===== config.mk =====
export PLATFORM = sky130hd
export DESIGN_NAME = dc_store_port
export DESIGN_NICKNAME = d
export VERILOG_FILES = /design/src/rtl/dc_store_port_pkg.sv /design/src/rtl/dc_store_port_byte_lane_merge.sv /design/src/rtl/dc_store_port.sv
export SDC_FILE = /design/constraint.sdc
export NUM_CORES = 1
export LEC_CHECK = 0
export CORE_ASPECT_RATIO = 0.9
export CORE_UTILIZATION = 41
export CTS_CLUSTER_SIZE = 20
export DETAILED_ROUTE_END_ITERATION = 6
export PLACE_DENSITY = 0.84
export SKIP_CTS_REPAIR_TIMING = 1
export SLEW_MARGIN = 20
export SYNTH_ARGS = -nofsm -noshare
export SYNTH_HDL_FRONTEND = slang
export SYNTH_SLANG_ARGS = --single-unit

===== constraint.sdc =====
create_clock -name clk -period 4.4 [get_ports clk]
set_clock_uncertainty 0.05 [all_clocks]
set_input_delay 1.1 -clock clk [delete_from_list [all_inputs] [get_ports clk]]
set_output_delay 1.1 -clock clk [all_outputs]
set_load 0.1 [all_outputs]

===== src/rtl/dc_store_port_pkg.sv =====
// rtl/dc_store_port_pkg.sv - shared types and encodings for the store-buffer data-cache port.
// DC_STPORT_BYTE_EN is left undefined by default (byte stores behave as word stores).
package dc_store_port_pkg;

  localparam logic DC_TYPE_WORD = 1'b0;
  localparam logic DC_TYPE_BYTE = 1'b1;

  typedef enum logic [1:0] {
    DC_SP_IDLE = 2'd0,
    DC_SP_RD   = 2'd1,
    DC_SP_WR   = 2'd2,
    DC_SP_DONE = 2'd3
  } dc_sp_state_e;

endpackage


===== src/rtl/dc_store_port_byte_lane_merge.sv =====
// rtl/dc_store_port_byte_lane_merge.sv - replaces one little-endian byte lane of a word.
module byte_lane_merge
  import dc_store_port_pkg::*;
(
  input  logic [31:0] word_i,
  input  logic [7:0]  byte_i,
  input  logic [1:0]  lane_i,
  output logic [31:0] merged_o
);

  always_comb begin
    merged_o = word_i;
    merged_o[{lane_i, 3'b000} +: 8] = byte_i;
  end

endmodule


===== src/rtl/dc_store_port.sv =====
// rtl/dc_store_port.sv - data-cache responder for store-buffer stores/loads over a req/ack word memory.
// Define DC_STPORT_BYTE_EN to enable read-modify-write byte stores.
module dc_store_port
  import dc_store_port_pkg::*;
#(
  parameter int ADDR_W = 32,
  parameter int DATA_W = 32
) (
  input  logic              clk,
  input  logic              reset,
  input  logic              req_store,
  input  logic              req_load,
  input  logic [ADDR_W-1:0] in_addr,
  input  logic [DATA_W-1:0] in_wdata,
  input  logic              in_type,
  output logic              ready,
  output logic              hit_dc,
  output logic [DATA_W-1:0] rdata,
  output logic              mem_req,
  output logic              mem_we,
  output logic [ADDR_W-1:0] mem_addr,
  output logic [DATA_W-1:0] mem_wdata,
  input  logic [DATA_W-1:0] mem_rdata,
  input  logic              mem_ack
);

  dc_sp_state_e      state_q;
  logic              ready_q;
  logic              hit_q;
  logic [DATA_W-1:0] rdata_q;
  logic              mem_req_q;
  logic              mem_we_q;
  logic [ADDR_W-1:0] mem_addr_q;
  logic [DATA_W-1:0] mem_wdata_q;

`ifdef DC_STPORT_BYTE_EN
  logic              is_load_q;
  logic [1:0]        lane_q;
  logic [7:0]        byte_q;
  logic [DATA_W-1:0] merged;

  byte_lane_merge u_merge (
    .word_i  (mem_rdata),
    .byte_i  (byte_q),
    .lane_i  (lane_q),
    .merged_o(merged)
  );
`else
  logic unused_in;
  assign unused_in = ^{in_type, in_addr[1:0]};
`endif

  always_ff @(posedge clk) begin
    if (reset) begin
      state_q     <= DC_SP_IDLE;
      ready_q     <= 1'b1;
      hit_q       <= 1'b0;
      rdata_q     <= '0;
      mem_req_q   <= 1'b0;
      mem_we_q    <= 1'b0;
      mem_addr_q  <= '0;
      mem_wdata_q <= '0;
`ifdef DC_STPORT_BYTE_EN
      is_load_q   <= 1'b0;
      lane_q      <= 2'd0;
      byte_q      <= 8'd0;
`endif
    end else begin
      unique case (state_q)
        DC_SP_IDLE: begin
          hit_q <= 1'b0;
          // A simultaneous load is dropped; the store buffer keeps it asserted.
          if (req_store || req_load) begin
            ready_q    <= 1'b0;
            mem_req_q  <= 1'b1;
            mem_addr_q <= {in_addr[ADDR_W-1:2], 2'b00};
`ifdef DC_STPORT_BYTE_EN
            is_load_q  <= !req_store;
            lane_q     <= in_addr[1:0];
            byte_q     <= in_wdata[7:0];
`endif
            if (!req_store) begin
              mem_we_q <= 1'b0;
              state_q  <= DC_SP_RD;
            end
`ifdef DC_STPORT_BYTE_EN
            else if (in_type == DC_TYPE_BYTE) begin
              mem_we_q <= 1'b0;
              state_q  <= DC_SP_RD;
            end
`endif
            else begin
              mem_we_q    <= 1'b1;
              mem_wdata_q <= in_wdata;
              state_q     <= DC_SP_WR;
            end
          end
        end
        DC_SP_RD: begin
          if (mem_ack) begin
`ifdef DC_STPORT_BYTE_EN
            // RMW: keep mem_req high so the write follows the read with no bubble.
            if (!is_load_q) begin
              mem_we_q    <= 1'b1;
              mem_wdata_q <= merged;
              state_q     <= DC_SP_WR;
            end else
`endif
            begin
              rdata_q   <= mem_rdata;
              mem_req_q <= 1'b0;
              hit_q     <= 1'b1;
              state_q   <= DC_SP_DONE;
            end
          end
        end
        DC_SP_WR: begin
          if (mem_ack) begin
            mem_req_q <= 1'b0;
            mem_we_q  <= 1'b0;
            hit_q     <= 1'b1;
            state_q   <= DC_SP_DONE;
          end
        end
        DC_SP_DONE: begin
          hit_q   <= 1'b0;
          ready_q <= 1'b1;
          state_q <= DC_SP_IDLE;
        end
        default: state_q <= DC_SP_IDLE;
      endcase
    end
  end

  assign ready     = ready_q;
  assign hit_dc    = hit_q;
  assign rdata     = rdata_q;
  assign mem_req   = mem_req_q;
  assign mem_we    = mem_we_q;
  assign mem_addr  = mem_addr_q;
  assign mem_wdata = mem_wdata_q;

endmodule


Yosys cells after proc, flatten, opt, wreduce, memory -nomap -nowiden:

Index checks and enable logic that the tools add are counted.

* bits of input ports: 102
* flip-flop bits (word level): 100

* eq/ne operators: 6
* reduce and logical (&&, ||, !) cells: 14
* mux-type cells: 14

Operators by type and width (number)
* AND reduction 3 bit: 3
* one-hot mux 1 bit (2 select lines): 4
* AND reduction 2 bit: 4
* 2-to-1 mux 1 bit: 6
* 2-to-1 mux 2 bit: 3
* one-hot mux 2 bit (3 select lines): 1
* nonzero test 2 bit: 3
* equality test 2 bit (second input constant): 2
* inequality test 2 bit (second input constant): 2
* OR reduction 2 bit: 2
* equality test 2 x 1 -> 1 bit (second input constant): 1
* zero test 2 bit: 1
* inequality test 2 x 1 -> 1 bit (second input constant): 1
* logical OR 1 bit: 1

Longest topological paths before layout:

Gate-level depths: netlist (run 1).

* depth after elaboration: 4
* gate-level depth with buffers: 7
* gate-level depth less buffers: 5

Least setup slack after synthesis (run 1):

Ideal clock, no wire load.

* kind: input to register
* from: in req_store
* to: reg state_q[0]
* cell stages on the path: 3
* setup time: 0.123 ns
* data arrival time: 1.941 ns
* path slack: 2.286 ns
* buffers on the path: 0
* cells stage by stage: or3b_4 > and2_4 > mux2_1

* word-level cells in the longest chain between the ends: 3

RTL lines
* start: declaration: RTL line dc_store_port.sv:11 `input logic req_store,`
* 2-to-1 mux 2 bit or logical OR 1 bit (tied branches): RTL line dc_store_port.sv:82, dc_store_port.sv:73
* 2-to-1 mux 2 bit or inequality test 2 bit (tied branches)
* one-hot mux 2 bit (3 select lines) or AND reduction 2 bit (tied branches)
* end signal: assignment: RTL line dc_store_port.sv:84 `state_q <= DC_SP_RD;`
* end signal: assignment: RTL line dc_store_port.sv:95 `state_q <= DC_SP_WR;`
* end signal: assignment: RTL line dc_store_port.sv:113 `state_q <= DC_SP_DONE;`
* end: declaration: RTL line dc_store_port.sv:27 `dc_sp_state_e state_q;`

Several ways; a longest one is shown, not always the timed one. The select of a mux whose other input is x is not followed.
A chain may end at the register's enable or synchronous reset.

Final worst setup path (run 1):

* from: reg mem_wdata_q[2], in the netlist mem_wdata[2]
* to: out mem_wdata[2]

RTL lines
* start: declaration: RTL line dc_store_port.sv:34 `logic [DATA_W-1:0] mem_wdata_q;`
* start signal: assignment: RTL line dc_store_port.sv:94 `mem_wdata_q <= in_wdata;`
* end: declaration: RTL line dc_store_port.sv:22 `output logic [DATA_W-1:0] mem_wdata,`

No word-level cell between the ends.

==> results of run 1 <==
## cell usage in the layout (no fill, tap or decap), types with 3 or more instances in the layout
cell type,synthesis,final
a21oi_1,97,97
buf_4,2,5
clkbuf_8,0,9
clkdlybuf4s50_1,0,195
dfxtp_1,100,100
ha_1,5,5
inv_1,3,3
nand2_1,190,189
nor2_1,4,4
## routing by layer
layer	wire, um	track usage	vias up	part of all wire
met4	155	0.0737	0	0.016
met5	0	0	-	0
li1	-	-	1798	-
met3	822	0.0650	14	0.083
met2	4730	0.361	142	0.48
met1	4140	0.254	1610	0.42
## area by class of cell
class	instances	area share
clock buffer	11	0.0227
sequential	100	0.345
timing repair buffer	201	0.345
multi-input combinational	316	0.250
inverter	3	0.00194
tap	119	0.0257
clock inverter	4	0.00885
## registers in the layout, indices dropped and copies added, names as in the netlist
| register | cells |
|---|---|
| mem_wdata | 32 |
| rdata | 32 |
| mem_addr | 30 |
| state_q | 2 |
| hit_dc | 1 |
| mem_req | 1 |
| mem_we | 1 |
| ready | 1 |
## worst max path at each step
stage / endpoint / slack, ns
after detailed placement: rdata[8]$_SDFFE_PP0P_ / 1.36
after CTS: mem_req / 1.36
final: mem_wdata[2] / 1.39
after global routing: mem_req / 1.31
after global placement: rdata[0]$_SDFFE_PP0P_ / 1.40
after floorplan: state_q[0]$_SDFFE_PP0P_ / 2.29
## power by group
| group | total [mW] | switching (mW) | leakage, nW | internal (mW) |
|---|---|---|---|---|
| sequential | 1.16 | 0.0861 | 0.818 | 1.07 |
| clock | 0.563 | 0.302 | 0.0894 | 0.261 |
| combinational | 2.14 | 1.62 | 1.21 | 0.528 |
| total | 3.87 | 2.01 | 2.12 | 1.86 |
## synthesized netlist by cell type (all sizes together)
cell	instances	area, sq um
a2111oi	1	27.5
a21bo	1	10.0
a21oi	97	485
a311oi	1	8.76
and2	3	21.3
buf	12	62.6
clkbuf	21	78.8
conb	1	3.75
dfxtp	100	2000
ha	5	62.6
inv	3	11.3
mux2	2	22.5
nand2	190	713
nand2b	2	12.5
nand3b	1	7.51
nor2	4	15.0
nor3	1	5.00
nor3b	1	7.51
o211a	1	10.0
o21a	1	7.51
o21ai	2	10.0
or3b	1	11.3
## cells by family after synthesis
group | Yosys count
adder cells (fa/ha/maj) | 5
multiplexers | 2
flip-flops | 100
AND/OR/NAND/NOR | 203
buffers and inverters | 36
other | 1
AO/OA/AOI/OAI | 104
==> metrics.md, run 1 <==
| Metric | Value |
|---|---|
| Outcome | completed |
| Footprint of the multi-input gates | 1450 sq um |
| Largest family of logic cells by synthesized area | simple AND/OR/NAND/NOR gates |
| Setup ws final | roughly 1.4 ns |
| Fmax | 0.332 GHz |
| CP Launch Type | flip-flop |
| Synth Instances | between 400 and 500 |
| GP Congestion | 0.755 |
| Register area | 2000 sq um |
| Synth Area in Adders | 0.0174 |
| WL per Instance | 13.1 um |
| CP max stage delay | approximately 1.2 ns |
| Setup violations, final | 0 |
| Fillers | 686 |
| Initial Utilization | 0.422 |
| Cells on worst reg2reg path | 5 |
| Final hold viol count | 0 |
| Worst path bufs/invs | 1 |
| CP Data Arrival Time | 1.86 ns |
| Antenna cells | 0 |
| FF-to-FF End | rdata[8]$_SDFFE_PP0P_ |
| DRT iter0 DRCs | 131 |
| Post-Layout Cell Count | 754 |
| Synth warn | 0 |
| Residual DRC | 0 |
| P per Cell Area | 667 nW/um^2 |
| Reg clk slew, reported paths | 0.10 ns |
| Layout area overhead | 61.2% |
| Synth Area in Simple Gates | 0.221 |
| Period minus WS final | 3.01 ns |
| Slack of the worst reg-to-reg path | between 2 and 2.5 ns |
| Max_cap viols | 0 |
| Crit path max fanout | 2 |
| Clk root buf | clkbuf_8 |
| Hold_ws | roughly 0.40 ns |
| First drt pass iteration count | 4 |
| First-pass GRT wire length | 15500 um |
| Die Y | 90.8 um |
| Placed Instances | approximately 740 |
| Detailed Place HPWL | roughly 7100 um |
| Launch point of the worst path | mem_wdata[2]$_SDFFE_PP0P_ |
| Hold EP | rdata[27]$_SDFFE_PP0P_ |
| Hold WC Path Type | reg2reg |
| Worst-skew pair later-pin latency | 0.34 ns |
| Final Slew Violations | 0 |
| Synthesized cell area | 3600 sq um |
| Synth Register Bits | 100 |
| FF-to-FF Start | state_q[1]$_SDFFE_PP0P_ |
| Register area share after synthesis | 0.557 |
| Pre-CTS WS | roughly 1.4 ns |
| Layout Nets | ~740 |
| Post-Synth XOR/XNOR Area | 0 |
| Compound-Gate Fraction of Synth Area | 0.156 |
| Die area | 9150 sq um |
| RSZ-0062 raised after global routing | false |
| Design Area, Final | 5800 sq um |
| Setup CP Type | reg2out |
| Final WL | 9850 um |
| Worst-Margin Slew | approximately 1.1 ns |
| Vias | 3564 |
| Row Count | 32 |
| P_leak | about 2.1 nW |
| Vias in the first global route | 3338 |
| Max-Slew Margin vs Limit | 0.293 |
| Hold path cells | 2 |
| Clock sinks | 100 |
| Post-DRT Antenna Nets | 0 |
| Critical path's top delay family | buffers and inverters |
| Dpl cell area | 5600 sq um |
| Largest net degree at the start of global routing | 52 |
| GR Overflow Total | 0 |
| Total power | 3.87 mW |
| Critical Path End Type | output port |
| Core footprint | 8530 sq um |
| Crit path required time | 3.25 ns |
| Number of buffers created by CTS | 9 |
| Max VDD drop | 0.000365 V |
| Hold Path Origin | rdata[27]$_SDFFE_PP0P_ |
| Fin util | 0.680 |
| Mean Syn Cell Area | between 7 and 8 sq um |
| CTS tree | done |
| Cell Chain, Critical Path | clkdlybuf4s50_1 |
| Unique masters post-synth | 26 |
| H-tree levels | 3 |
| CP Depth | 1 |
| DIE WIDTH | ~100 um |
| Initial antenna violation count | 0 |
| All-Layer GR Usage | 0.213 |
| Crit share post-route | 0.684 |
| Setup tns final | 0 ns |
| Post-synthesis mux area share | 0.00626 |
| CP max stage cell | clkdlybuf4s50_1 |
| I/O pins | between 200 and 250 |
| Longest Clk Path Bufs | 2 |
| Share of layout cells above drive strength 1 | 0.0394 |
| Routed vias/inst | between 4 and 5 |
| Port Buf Inserts | 196 |
Note: power is estimated with default switching activity, not from simulation.
==> run 2: changes to the inputs <==
--- a/config.mk
+++ b/config.mk
@@ -6,10 +6,10 @@
 export NUM_CORES = 1
 export LEC_CHECK = 0
 export CORE_ASPECT_RATIO = 0.9
-export CORE_UTILIZATION = 41
+export CORE_UTILIZATION = 34
 export CTS_CLUSTER_SIZE = 20
 export DETAILED_ROUTE_END_ITERATION = 6
-export PLACE_DENSITY = 0.84
+export PLACE_DENSITY = 0.74
 export SKIP_CTS_REPAIR_TIMING = 1
 export SLEW_MARGIN = 20
 export SYNTH_ARGS = -nofsm -noshare
==> constraint.sdc (replaced) <==
create_clock -name clk -period 2.66 [get_ports clk]
set_clock_uncertainty 0.05 [all_clocks]
set_input_delay 0.665 -clock clk [delete_from_list [all_inputs] [get_ports clk]]
set_output_delay 0.665 -clock clk [all_outputs]
set_load 0.1 [all_outputs]
==> run 2 against run 1 <==
Critical path depth rose by 3. Utilization fell by 12 points. Sequential power rose by 66%. Global-route usage fell by 3.7 points. Highest routed layer unchanged.
==> metrics.md, run 2 (synthesis gave the netlist of run 1 again) <==
| Metric | Value |
|---|---|
| Crit share post-route | 0.693 |
| Residual DRC | 0 (unchanged) |
| Outcome | completed |
| DIE WIDTH | 110 um (+9.6%) |
| Setup tns final | 0 ns (unchanged) |
| Fmax | 0.542 GHz |
| Row Count | 35 (+9.4%) |
| Dpl cell area | 5420 sq um (-3.2%) |
| Largest net degree at the start of global routing | 49 (-5.8%) |
| I/O pins | 202 (unchanged) |
| Setup CP Type | in2reg |
| H-tree levels | 3 (unchanged) |
| WL per Instance | 12.7 um (-2.9%) |
| Post-DRT Antenna Nets | 0 (unchanged) |
| P_leak | 2.37 nW (+12%) |
| Max-Slew Margin vs Limit | 0.607 (+0.314) |
| CP Launch Type | input port |
| First-pass GRT wire length | 16100 um (+4.0%) |
| Routed vias/inst | 4.61 (-2.4%) |
| Die Y | 99.6 um (+9.6%) |
| Post-Layout Cell Count | 770 (+2.1%) |
| GP Congestion | 0.755 (about the same) |
| Worst-Margin Slew | 0.590 ns (-0.468 ns) |
| Core footprint | 10200 sq um (+20%) |
| Layout Nets | 743 (+0.68%) |
| First drt pass iteration count | 4 (unchanged) |
| CP max stage delay | 0.44 ns (-0.72 ns) |
| DRT iter0 DRCs | 246 (+88%) |
| Commonest non-fill, non-tap cell in the layout | nand2_1 |
| Die area | 11000 sq um (+20%) |
| Final hold viol count | 0 (unchanged) |
| Clk root buf | clkbuf_16 |
| Vias in the first global route | 3404 (+2.0%) |
| Detailed Place HPWL | 7030 um (-0.51%) |
| Hold WC Path Type | reg2reg |
| Worst-skew pair later-pin latency | 0.33 ns (about the same) |
| CP max stage cell | clkdlybuf4s50_1 |
| CTS tree | done |
| Longest Clk Path Bufs | 2 (unchanged) |
| Placed Instances | 754 (+2.2%) |
| GR Overflow Total | 0 (unchanged) |
| Crit path max fanout | 4 (+2) |
| Design Area, Final | 5700 sq um (-1.6%) |
| Reg clk slew, reported paths | 0.06 ns (-0.04 ns) |
| Cell Chain, Critical Path | clkdlybuf4s50_1 > or3b_4 > and2_4 > mux2_1 |
| Initial Utilization | 0.351 (-0.0707) |
| Commonest cells after routing, fill and taps aside | 190 x nand2_1, 107 x buf_4, 100 x dfxtp_1 |
| Vias | 3552 (-0.34%) |
| Final WL | 9760 um (-0.84%) |
| Period minus WS final | about 1.8 ns |
| CP Data Arrival Time | 2.01 ns (+0.15 ns) |
| Hold_ws | 0.404 ns (-0.00116 ns) |
| RSZ-0062 raised after global routing | false |
| Share of layout cells above drive strength 1 | 0.200 (+0.160) |
| Port Buf Inserts | 196 (unchanged) |
| Number of buffers created by CTS | 9 (unchanged) |
| Initial antenna violation count | 0 (unchanged) |
| Antenna cells | 0 (unchanged) |
| Critical Path End Type | flip-flop |
| Setup violations, final | 0 (unchanged) |
| Clock sinks | 100 (unchanged) |
| Crit path required time | 2.83 ns (-0.42 ns) |
| P per Cell Area | 1160 nW/um^2 (+74%) |
| Max VDD drop | 0.000700 V (+92%) |
| All-Layer GR Usage | 0.176 (-0.0369) |
| Final Slew Violations | 0 (unchanged) |
| Layout area overhead | 58.6% |
| Max_cap viols | 0 (unchanged) |
[run 2: cell types whose count changed in the layout (fill, tap and decap cells not counted)]
cell,delta
buf_4,+102
buf_12,+1
buf_2,+1
clkdlybuf4s50_1,-98
nand2_2,-1
clkbuf_8,-8
clkbuf_16,+9
nand2_1,+1
bufinv_16,-1
buf_6,-1
clkinv_2,-1
clkinv_4,+1
inv_6,+1
[run 2: worst max-delay path, delay by kind of cell]
kind | cells | cell delay [ns]
and+or+nand+nor | 2 | 0.60
buffers and inverters | 1 | 0.44
muxes | 1 | 0.30
[run 2: final timing paths]
kind	from	endpoint	slack [ns]	cells past startpoint
worst max-delay path	req_store	state_q[0]$_SDFFE_PP0P_	0.82	4
worst max register to register	state_q[0]$_SDFFE_PP0P_	state_q[0]$_SDFFE_PP0P_	0.93	5
worst min register to register	mem_wdata[9]$_SDFFE_PP0P_	mem_wdata[9]$_SDFFE_PP0P_	0.40	2
worst min-delay path	mem_wdata[9]$_SDFFE_PP0P_	mem_wdata[9]$_SDFFE_PP0P_	0.40	2
[run 2: area by class of cell]
cell class / count / area, sq um
fill: 935 / 4540
sequential: 100 / 2000
timing repair buffer: 206 / 1800
multi-input combinational: 316 / 1450
clock buffer: 12 / 246
tap: 129 / 161
clock inverter: 4 / 33.8
inverter: 3 / 11.3
[run 2: per-layer routing]
layer | vias up | share of wire | track usage
met2 | 128 | 0.48 | 0.301
met1 | 1599 | 0.43 | 0.208
met3 | 12 | 0.084 | 0.0658
met5 | - | 0 | 0
met4 | 0 | 0.012 | 0.0492
li1 | 1813 | - | -
[run 2: where the power goes]
group,total [mW],switching (mW),internal [mW],leakage (nW)
clock,1.22,0.556,0.668,0.133
combinational,3.46,2.66,0.804,1.41
sequential,1.93,0.152,1.78,0.818
total,6.61,3.37,3.25,2.37
[run 2: stage by stage]
step	setup WS, ns	power [mW]	utilization
floorplan	0.981	4.65	-
global placement	0.478	5.39	0.529
detailed placement	0.478	5.45	0.529
CTS	0.826	6.69	0.557
global route	0.725	6.93	0.557
finish	0.816	6.61	0.557
==> variant 1: new RTL, config.mk and constraints of run 1 <==
Change the parameter `ADDR_W` from 32 to 64.
--- a/src/rtl/dc_store_port.sv
+++ b/src/rtl/dc_store_port.sv
@@ -4,5 +4,5 @@
   import dc_store_port_pkg::*;
 #(
-  parameter int ADDR_W = 32,
+  parameter int ADDR_W = 64,
   parameter int DATA_W = 32
 ) (
Interface: changed (resized in_addr and mem_addr); port bits go from 202 to 266. The function was not compared with the original's and may differ.
==> variant 1 against run 1 <==
- routed wire length up 47%
- combinational power up 41%
- die area up 30%
- cell area up 38%
- core utilization up 4.6 points
- area after synthesis up 30%
- total power up 58%
- sequential share of layout area down 1.4 points
- fmax down 3.2%
- worst setup slack worse by 98 ps
- sequential cell count up 32
- critical path depth unchanged
- highest routed layer unchanged
==> variant 1: results (changes against run 1) <==
| Metric | Value |
|---|---|
| Repair and plain buffers | `264 (was 201)` |
| Post-DP HPWL | `9840 um (was 7070 um)` |
| Number of fill cells | `848 (was 686)` |
| H-tree Lvls | `4 (was 3)` |
| CP arrival | `1960 ps (was 1860 ps)` |
| Initial DRC count | `220 (was 131)` |
| Synth top cells by count | `nand2_1 (254), dfxtp_1 (132), a21oi_1 (129), clkbuf_1 (27), buf_2 (13) (was nand2_1 (190), dfxtp_1 (100), a21oi_1 (97), clkbuf_1 (21), buf_2 (8))` |
| Delay of the slowest critical-path stage | `1190 ps (was 1160 ps)` |
| Clock network area share | `0.0806 (was 0.0315)` |
| Final net count | `969 (was 738)` |
| Overall routing resource usage | `0.244 (was 0.213)` |
| GP Congestion | `0.764 (was 0.755)` |
| Number of global-route vias before repair | `4620 (was 3338)` |
| Worst-path clk slew | `60 ps (was 100 ps)` |
| FF+latch area | `2640 um2 (was 2000 um2)` |
| Largest net degree at the start of global routing | `92 (was 52)` |
| FFs & Latches | `132 (was 100)` |
| Multi-input combinational area share | `0.233 (was 0.250)` |
| IO Port Bufs | `260 (was 196)` |
| Total CTS buffers | `17 (was 9)` |
| RR Startpoint | `state_q[0] (was state_q[1])` |
| Yosys cell types | `27 (was 26)` |
| Reg2Reg Depth | `6 (was 5)` |
| Layout cell share with drive strength beyond 1 | `0.0498 (was 0.0394)` |
| FF-to-FF setup slack | `2300 ps (was 2480 ps)` |
| Area contributors post-synth | `dfxtp_1 (56%), nand2_1 (20%), a21oi_1 (14%), clkbuf_1 (2.2%), buf_2 (1.4%) (was dfxtp_1 (56%), nand2_1 (20%), a21oi_1 (14%), clkbuf_1 (2.2%), ha_1 (1.7%))` |
| Multi-input logic cell count | `412 (was 316)` |
| Clkbuf count | `23 (was 11)` |
| Signal buf overhead | `0.330 (was 0.345)` |
| Worst R2R End | `mem_addr[22] (was rdata[8])` |
| Worst skew pair latency | `410 ps (was 340 ps)` |
| Critical Path End | `rdata[1] (was mem_wdata[2])` |
| Pleak | `2.97 nW (was 2.12 nW)` |
| Status | `complete, no violations (unchanged)` |
| CTS Root Cell | `clkbuf_16 (was clkbuf_8)` |
| Routed wire length | `14400 um (was 9850 um)` |
| First-pass GRT wire length | `22100 um (was 15500 um)` |
| Slew margin rel. | `0.289 (was 0.293)` |
| Critical path startpoint | `rdata[1] (was mem_wdata[2])` |
| Max Buffers Root-to-Sink | `2 (unchanged)` |
| Seq/Total Area, Yosys | `0.564 (was 0.557)` |
| Maximum vdd ir drop | `465 uV (was 365 uV)` |
| Via density | `4.83 (was 4.73)` |
==> variant 1: worst min-delay path by stage <==
stage / start / endpoint / slack (ps) / cells after the start
after floorplan: state_q[1] / state_q[1] / 470 / 2
after global placement: rdata[5] / rdata[5] / 390 / 2
after detailed placement: rdata[2] / rdata[2] / 400 / 2
after CTS: rdata[2] / rdata[2] / 400 / 2
final: rdata[4] / rdata[4] / 400 / 2
after global routing: rdata[2] / rdata[2] / 420 / 2
==> variant 1: metal layers <==
layer  GRT usage  part of all wire  wire length [um]  vias to the layer above
met2       0.433              0.51              7380                      198
li1            -                 -                 -                     2366
met3       0.118             0.087              1260                       28
met5           0                 0                 0                        -
met1       0.247              0.38              5440                     2211
met4       0.107             0.025               361                        0
==> variant 1: where the power goes <==
group	switching [W]	total, W	internal, W
Clock	0.000500	0.00153	0.00103
Sequential	0.000126	0.00156	0.00143
Combinational	0.00230	0.00301	0.000708
Total	0.00293	0.00610	0.00318
==> variant 1: cells by family after synthesis <==
group / Yosys count / synth area share
AO/OA/AOI/OAI: 136 / 0.154
adder cells (fa/ha/maj): 5 / 0.0134
buffers and inverters: 47 / 0.0427
flip-flops: 132 / 0.564
multiplexers: 2 / 0.00481
other: 1 / 0.000801
AND/OR/NAND/NOR: 267 / 0.221
==> variant 1: metrics by stage <==
step / utilization / instances / cell area [um2] / hold WS, ps / setup slack [ps]
2_1_floorplan: - / 591 / 4690 / 473 / 2290
3_3_place_gp: 0.667 / 963 / 7330 / 391 / 1360
3_5_place_dp: 0.667 / 963 / 7330 / 396 / 1230
4_1_cts: 0.726 / 995 / 7980 / 403 / 1270
5_1_grt: 0.726 / 995 / 7980 / 418 / 1220
6_report: 0.726 / 995 / 7980 / 401 / 1290
==> variant 2: new RTL, settings of run 1 <==
Without the edit above. Make the reset (`reset`) asynchronous in one clocked block.
--- a/src/rtl/dc_store_port.sv
+++ b/src/rtl/dc_store_port.sv
@@ -51,5 +51,5 @@
 `endif
 
-  always_ff @(posedge clk) begin
+  always_ff @(posedge clk or posedge reset) begin
     if (reset) begin
       state_q     <= DC_SP_IDLE;
Formal check against the unedited RTL: differs if reset is asserted again (counterexample within 4 cycles, from zero or initial values and one cycle with reset high); with reset held inactive, the same outputs for 10 cycles.
==> variant 2 against run 1 <==
- register-to-register slack got worse by 150 ps
- cell area up 8.1%
- first-iteration DRC count decreased by 45%
- count of clock-buffer cells in the layout fell by 1
- worst setup slack got worse by 190 ps
- non-clock buffer count down 2
- largest cell class unchanged
- hold slack improved by 39 ps
- critical path type unchanged
- area after synthesis up 13%
- routed wire length shrank 3.9%
- sequential cell count stayed put
Power is left out: the tool's default activity adds up to more than one toggle a clock period on the data nets, which glitch-free logic cannot reach.
==> variant 2: results (changes against run 1) <==
| Metric | Value |
|---|---|
| Synth Area in Adders | `0.0155 (was 0.0174)` |
| Routed wire length | `9460 um (was 9850 um)` |
| Via count | `2682 (was 3564)` |
| Area contributors post-synth | `dfrtp_1 (61%), mux2_2 (16%), mux2_4 (11%), buf_6 (2.8%), ha_1 (1.5%) (was dfxtp_1 (56%), nand2_1 (20%), a21oi_1 (14%), clkbuf_1 (2.2%), ha_1 (1.7%))` |
| Slew margin rel. | `0.292 (was 0.293)` |
| Compound-Gate Fraction of Synth Area | `0.0235 (was 0.156)` |
| FFs w/ async S/R, synth | `1.00 (was 0)` |
| Status | `complete, no violations (unchanged)` |
| Initial DRC count | `72 (was 131)` |
| Main synth FF type | `dfrtp_1 (was dfxtp_1)` |
| Overall routing resource usage | `0.181 (was 0.213)` |
| Final net count | `546 (was 738)` |
| First-pass GRT wire length | `14200 um (was 15500 um)` |
| Place WS | `1270 ps (was 1360 ps)` |
| GP Congestion | `0.734 (was 0.755)` |
| Post-DP HPWL | `7130 um (was 7070 um)` |
| Largest net degree at the start of global routing | `63 (was 52)` |
| Multiplexer share of the synthesized area | `0.292 (was 0.00626)` |
| FF-to-FF setup slack | `2330 ps (was 2480 ps)` |
| Fin worst setup slack | `1200 ps (was 1390 ps)` |
| Max Buffers Root-to-Sink | `2 (unchanged)` |
| Seq/Total Area, Yosys | `0.619 (was 0.557)` |
| Synth top cells by count | `dfrtp_1 (99), mux2_2 (59), mux2_4 (30), buf_6 (10), inv_1 (6) (was nand2_1 (190), dfxtp_1 (100), a21oi_1 (97), clkbuf_1 (21), buf_2 (8))` |
| Number of global-route vias before repair | `2802 (was 3338)` |
| Layout cell share with drive strength beyond 1 | `0.255 (was 0.0394)` |
| CP arrival | `2050 ps (was 1860 ps)` |
-- variant 2: logic make-up (layout without fill, tap and decap cells) --
| kind of cell | count (synthesis) | count (layout) |
|---|---|---|
| flip-flops | 100 | 100 |
| multiplexers | 95 | 95 |
| buffers and inverters | 18 | 220 |
| AO/OA/AOI/OAI | 13 | 13 |
| AND/OR/NAND/NOR | 8 | 8 |
| adder cells (fa/ha/maj) | 5 | 5 |
| other | 1 | 2 |
-- variant 2: layer usage --
layer | track usage | part of all wire | vias up
met5 | 0 | 0 | -
met2 | 0.315 | 0.51 | 111
li1 | - | - | 1223
met4 | 0.0537 | 0.0094 | 0
met1 | 0.217 | 0.41 | 1342
met3 | 0.0569 | 0.071 | 6
-- variant 2: layout make-up --
type                            count  area [um2]
Fill cell                         721        3350
Tap cell                          126         158
Multi-Input combinational cell    123        1400
Timing Repair Buffer              199        1980
Clock inverter                      5        60.1
Inverter                            6        25.0
Sequential cell                   100        2500
Clock buffer                       10         138
-- variant 2: worst paths after layout --
kind	to	startpoint	cells after the start
max	ready	ready	1
min	hit_dc	hit_dc	1
max reg2reg	rdata[21]	state_q[1]	4
min reg2reg	hit_dc	hit_dc	1
max in group asynchronous	ready	reset	3
min in group asynchronous	rdata[16]	reset	2
-- variant 2: through the flow --
stage / instances / hold WS (ps) / cell area, um2
detailed placement: 554 / 416 / 6070
finish: 569 / 444 / 6260
CTS: 569 / 447 / 6260
floorplan: 241 / 483 / 4050
global placement: 554 / 415 / 6070
global route: 569 / 458 / 6260
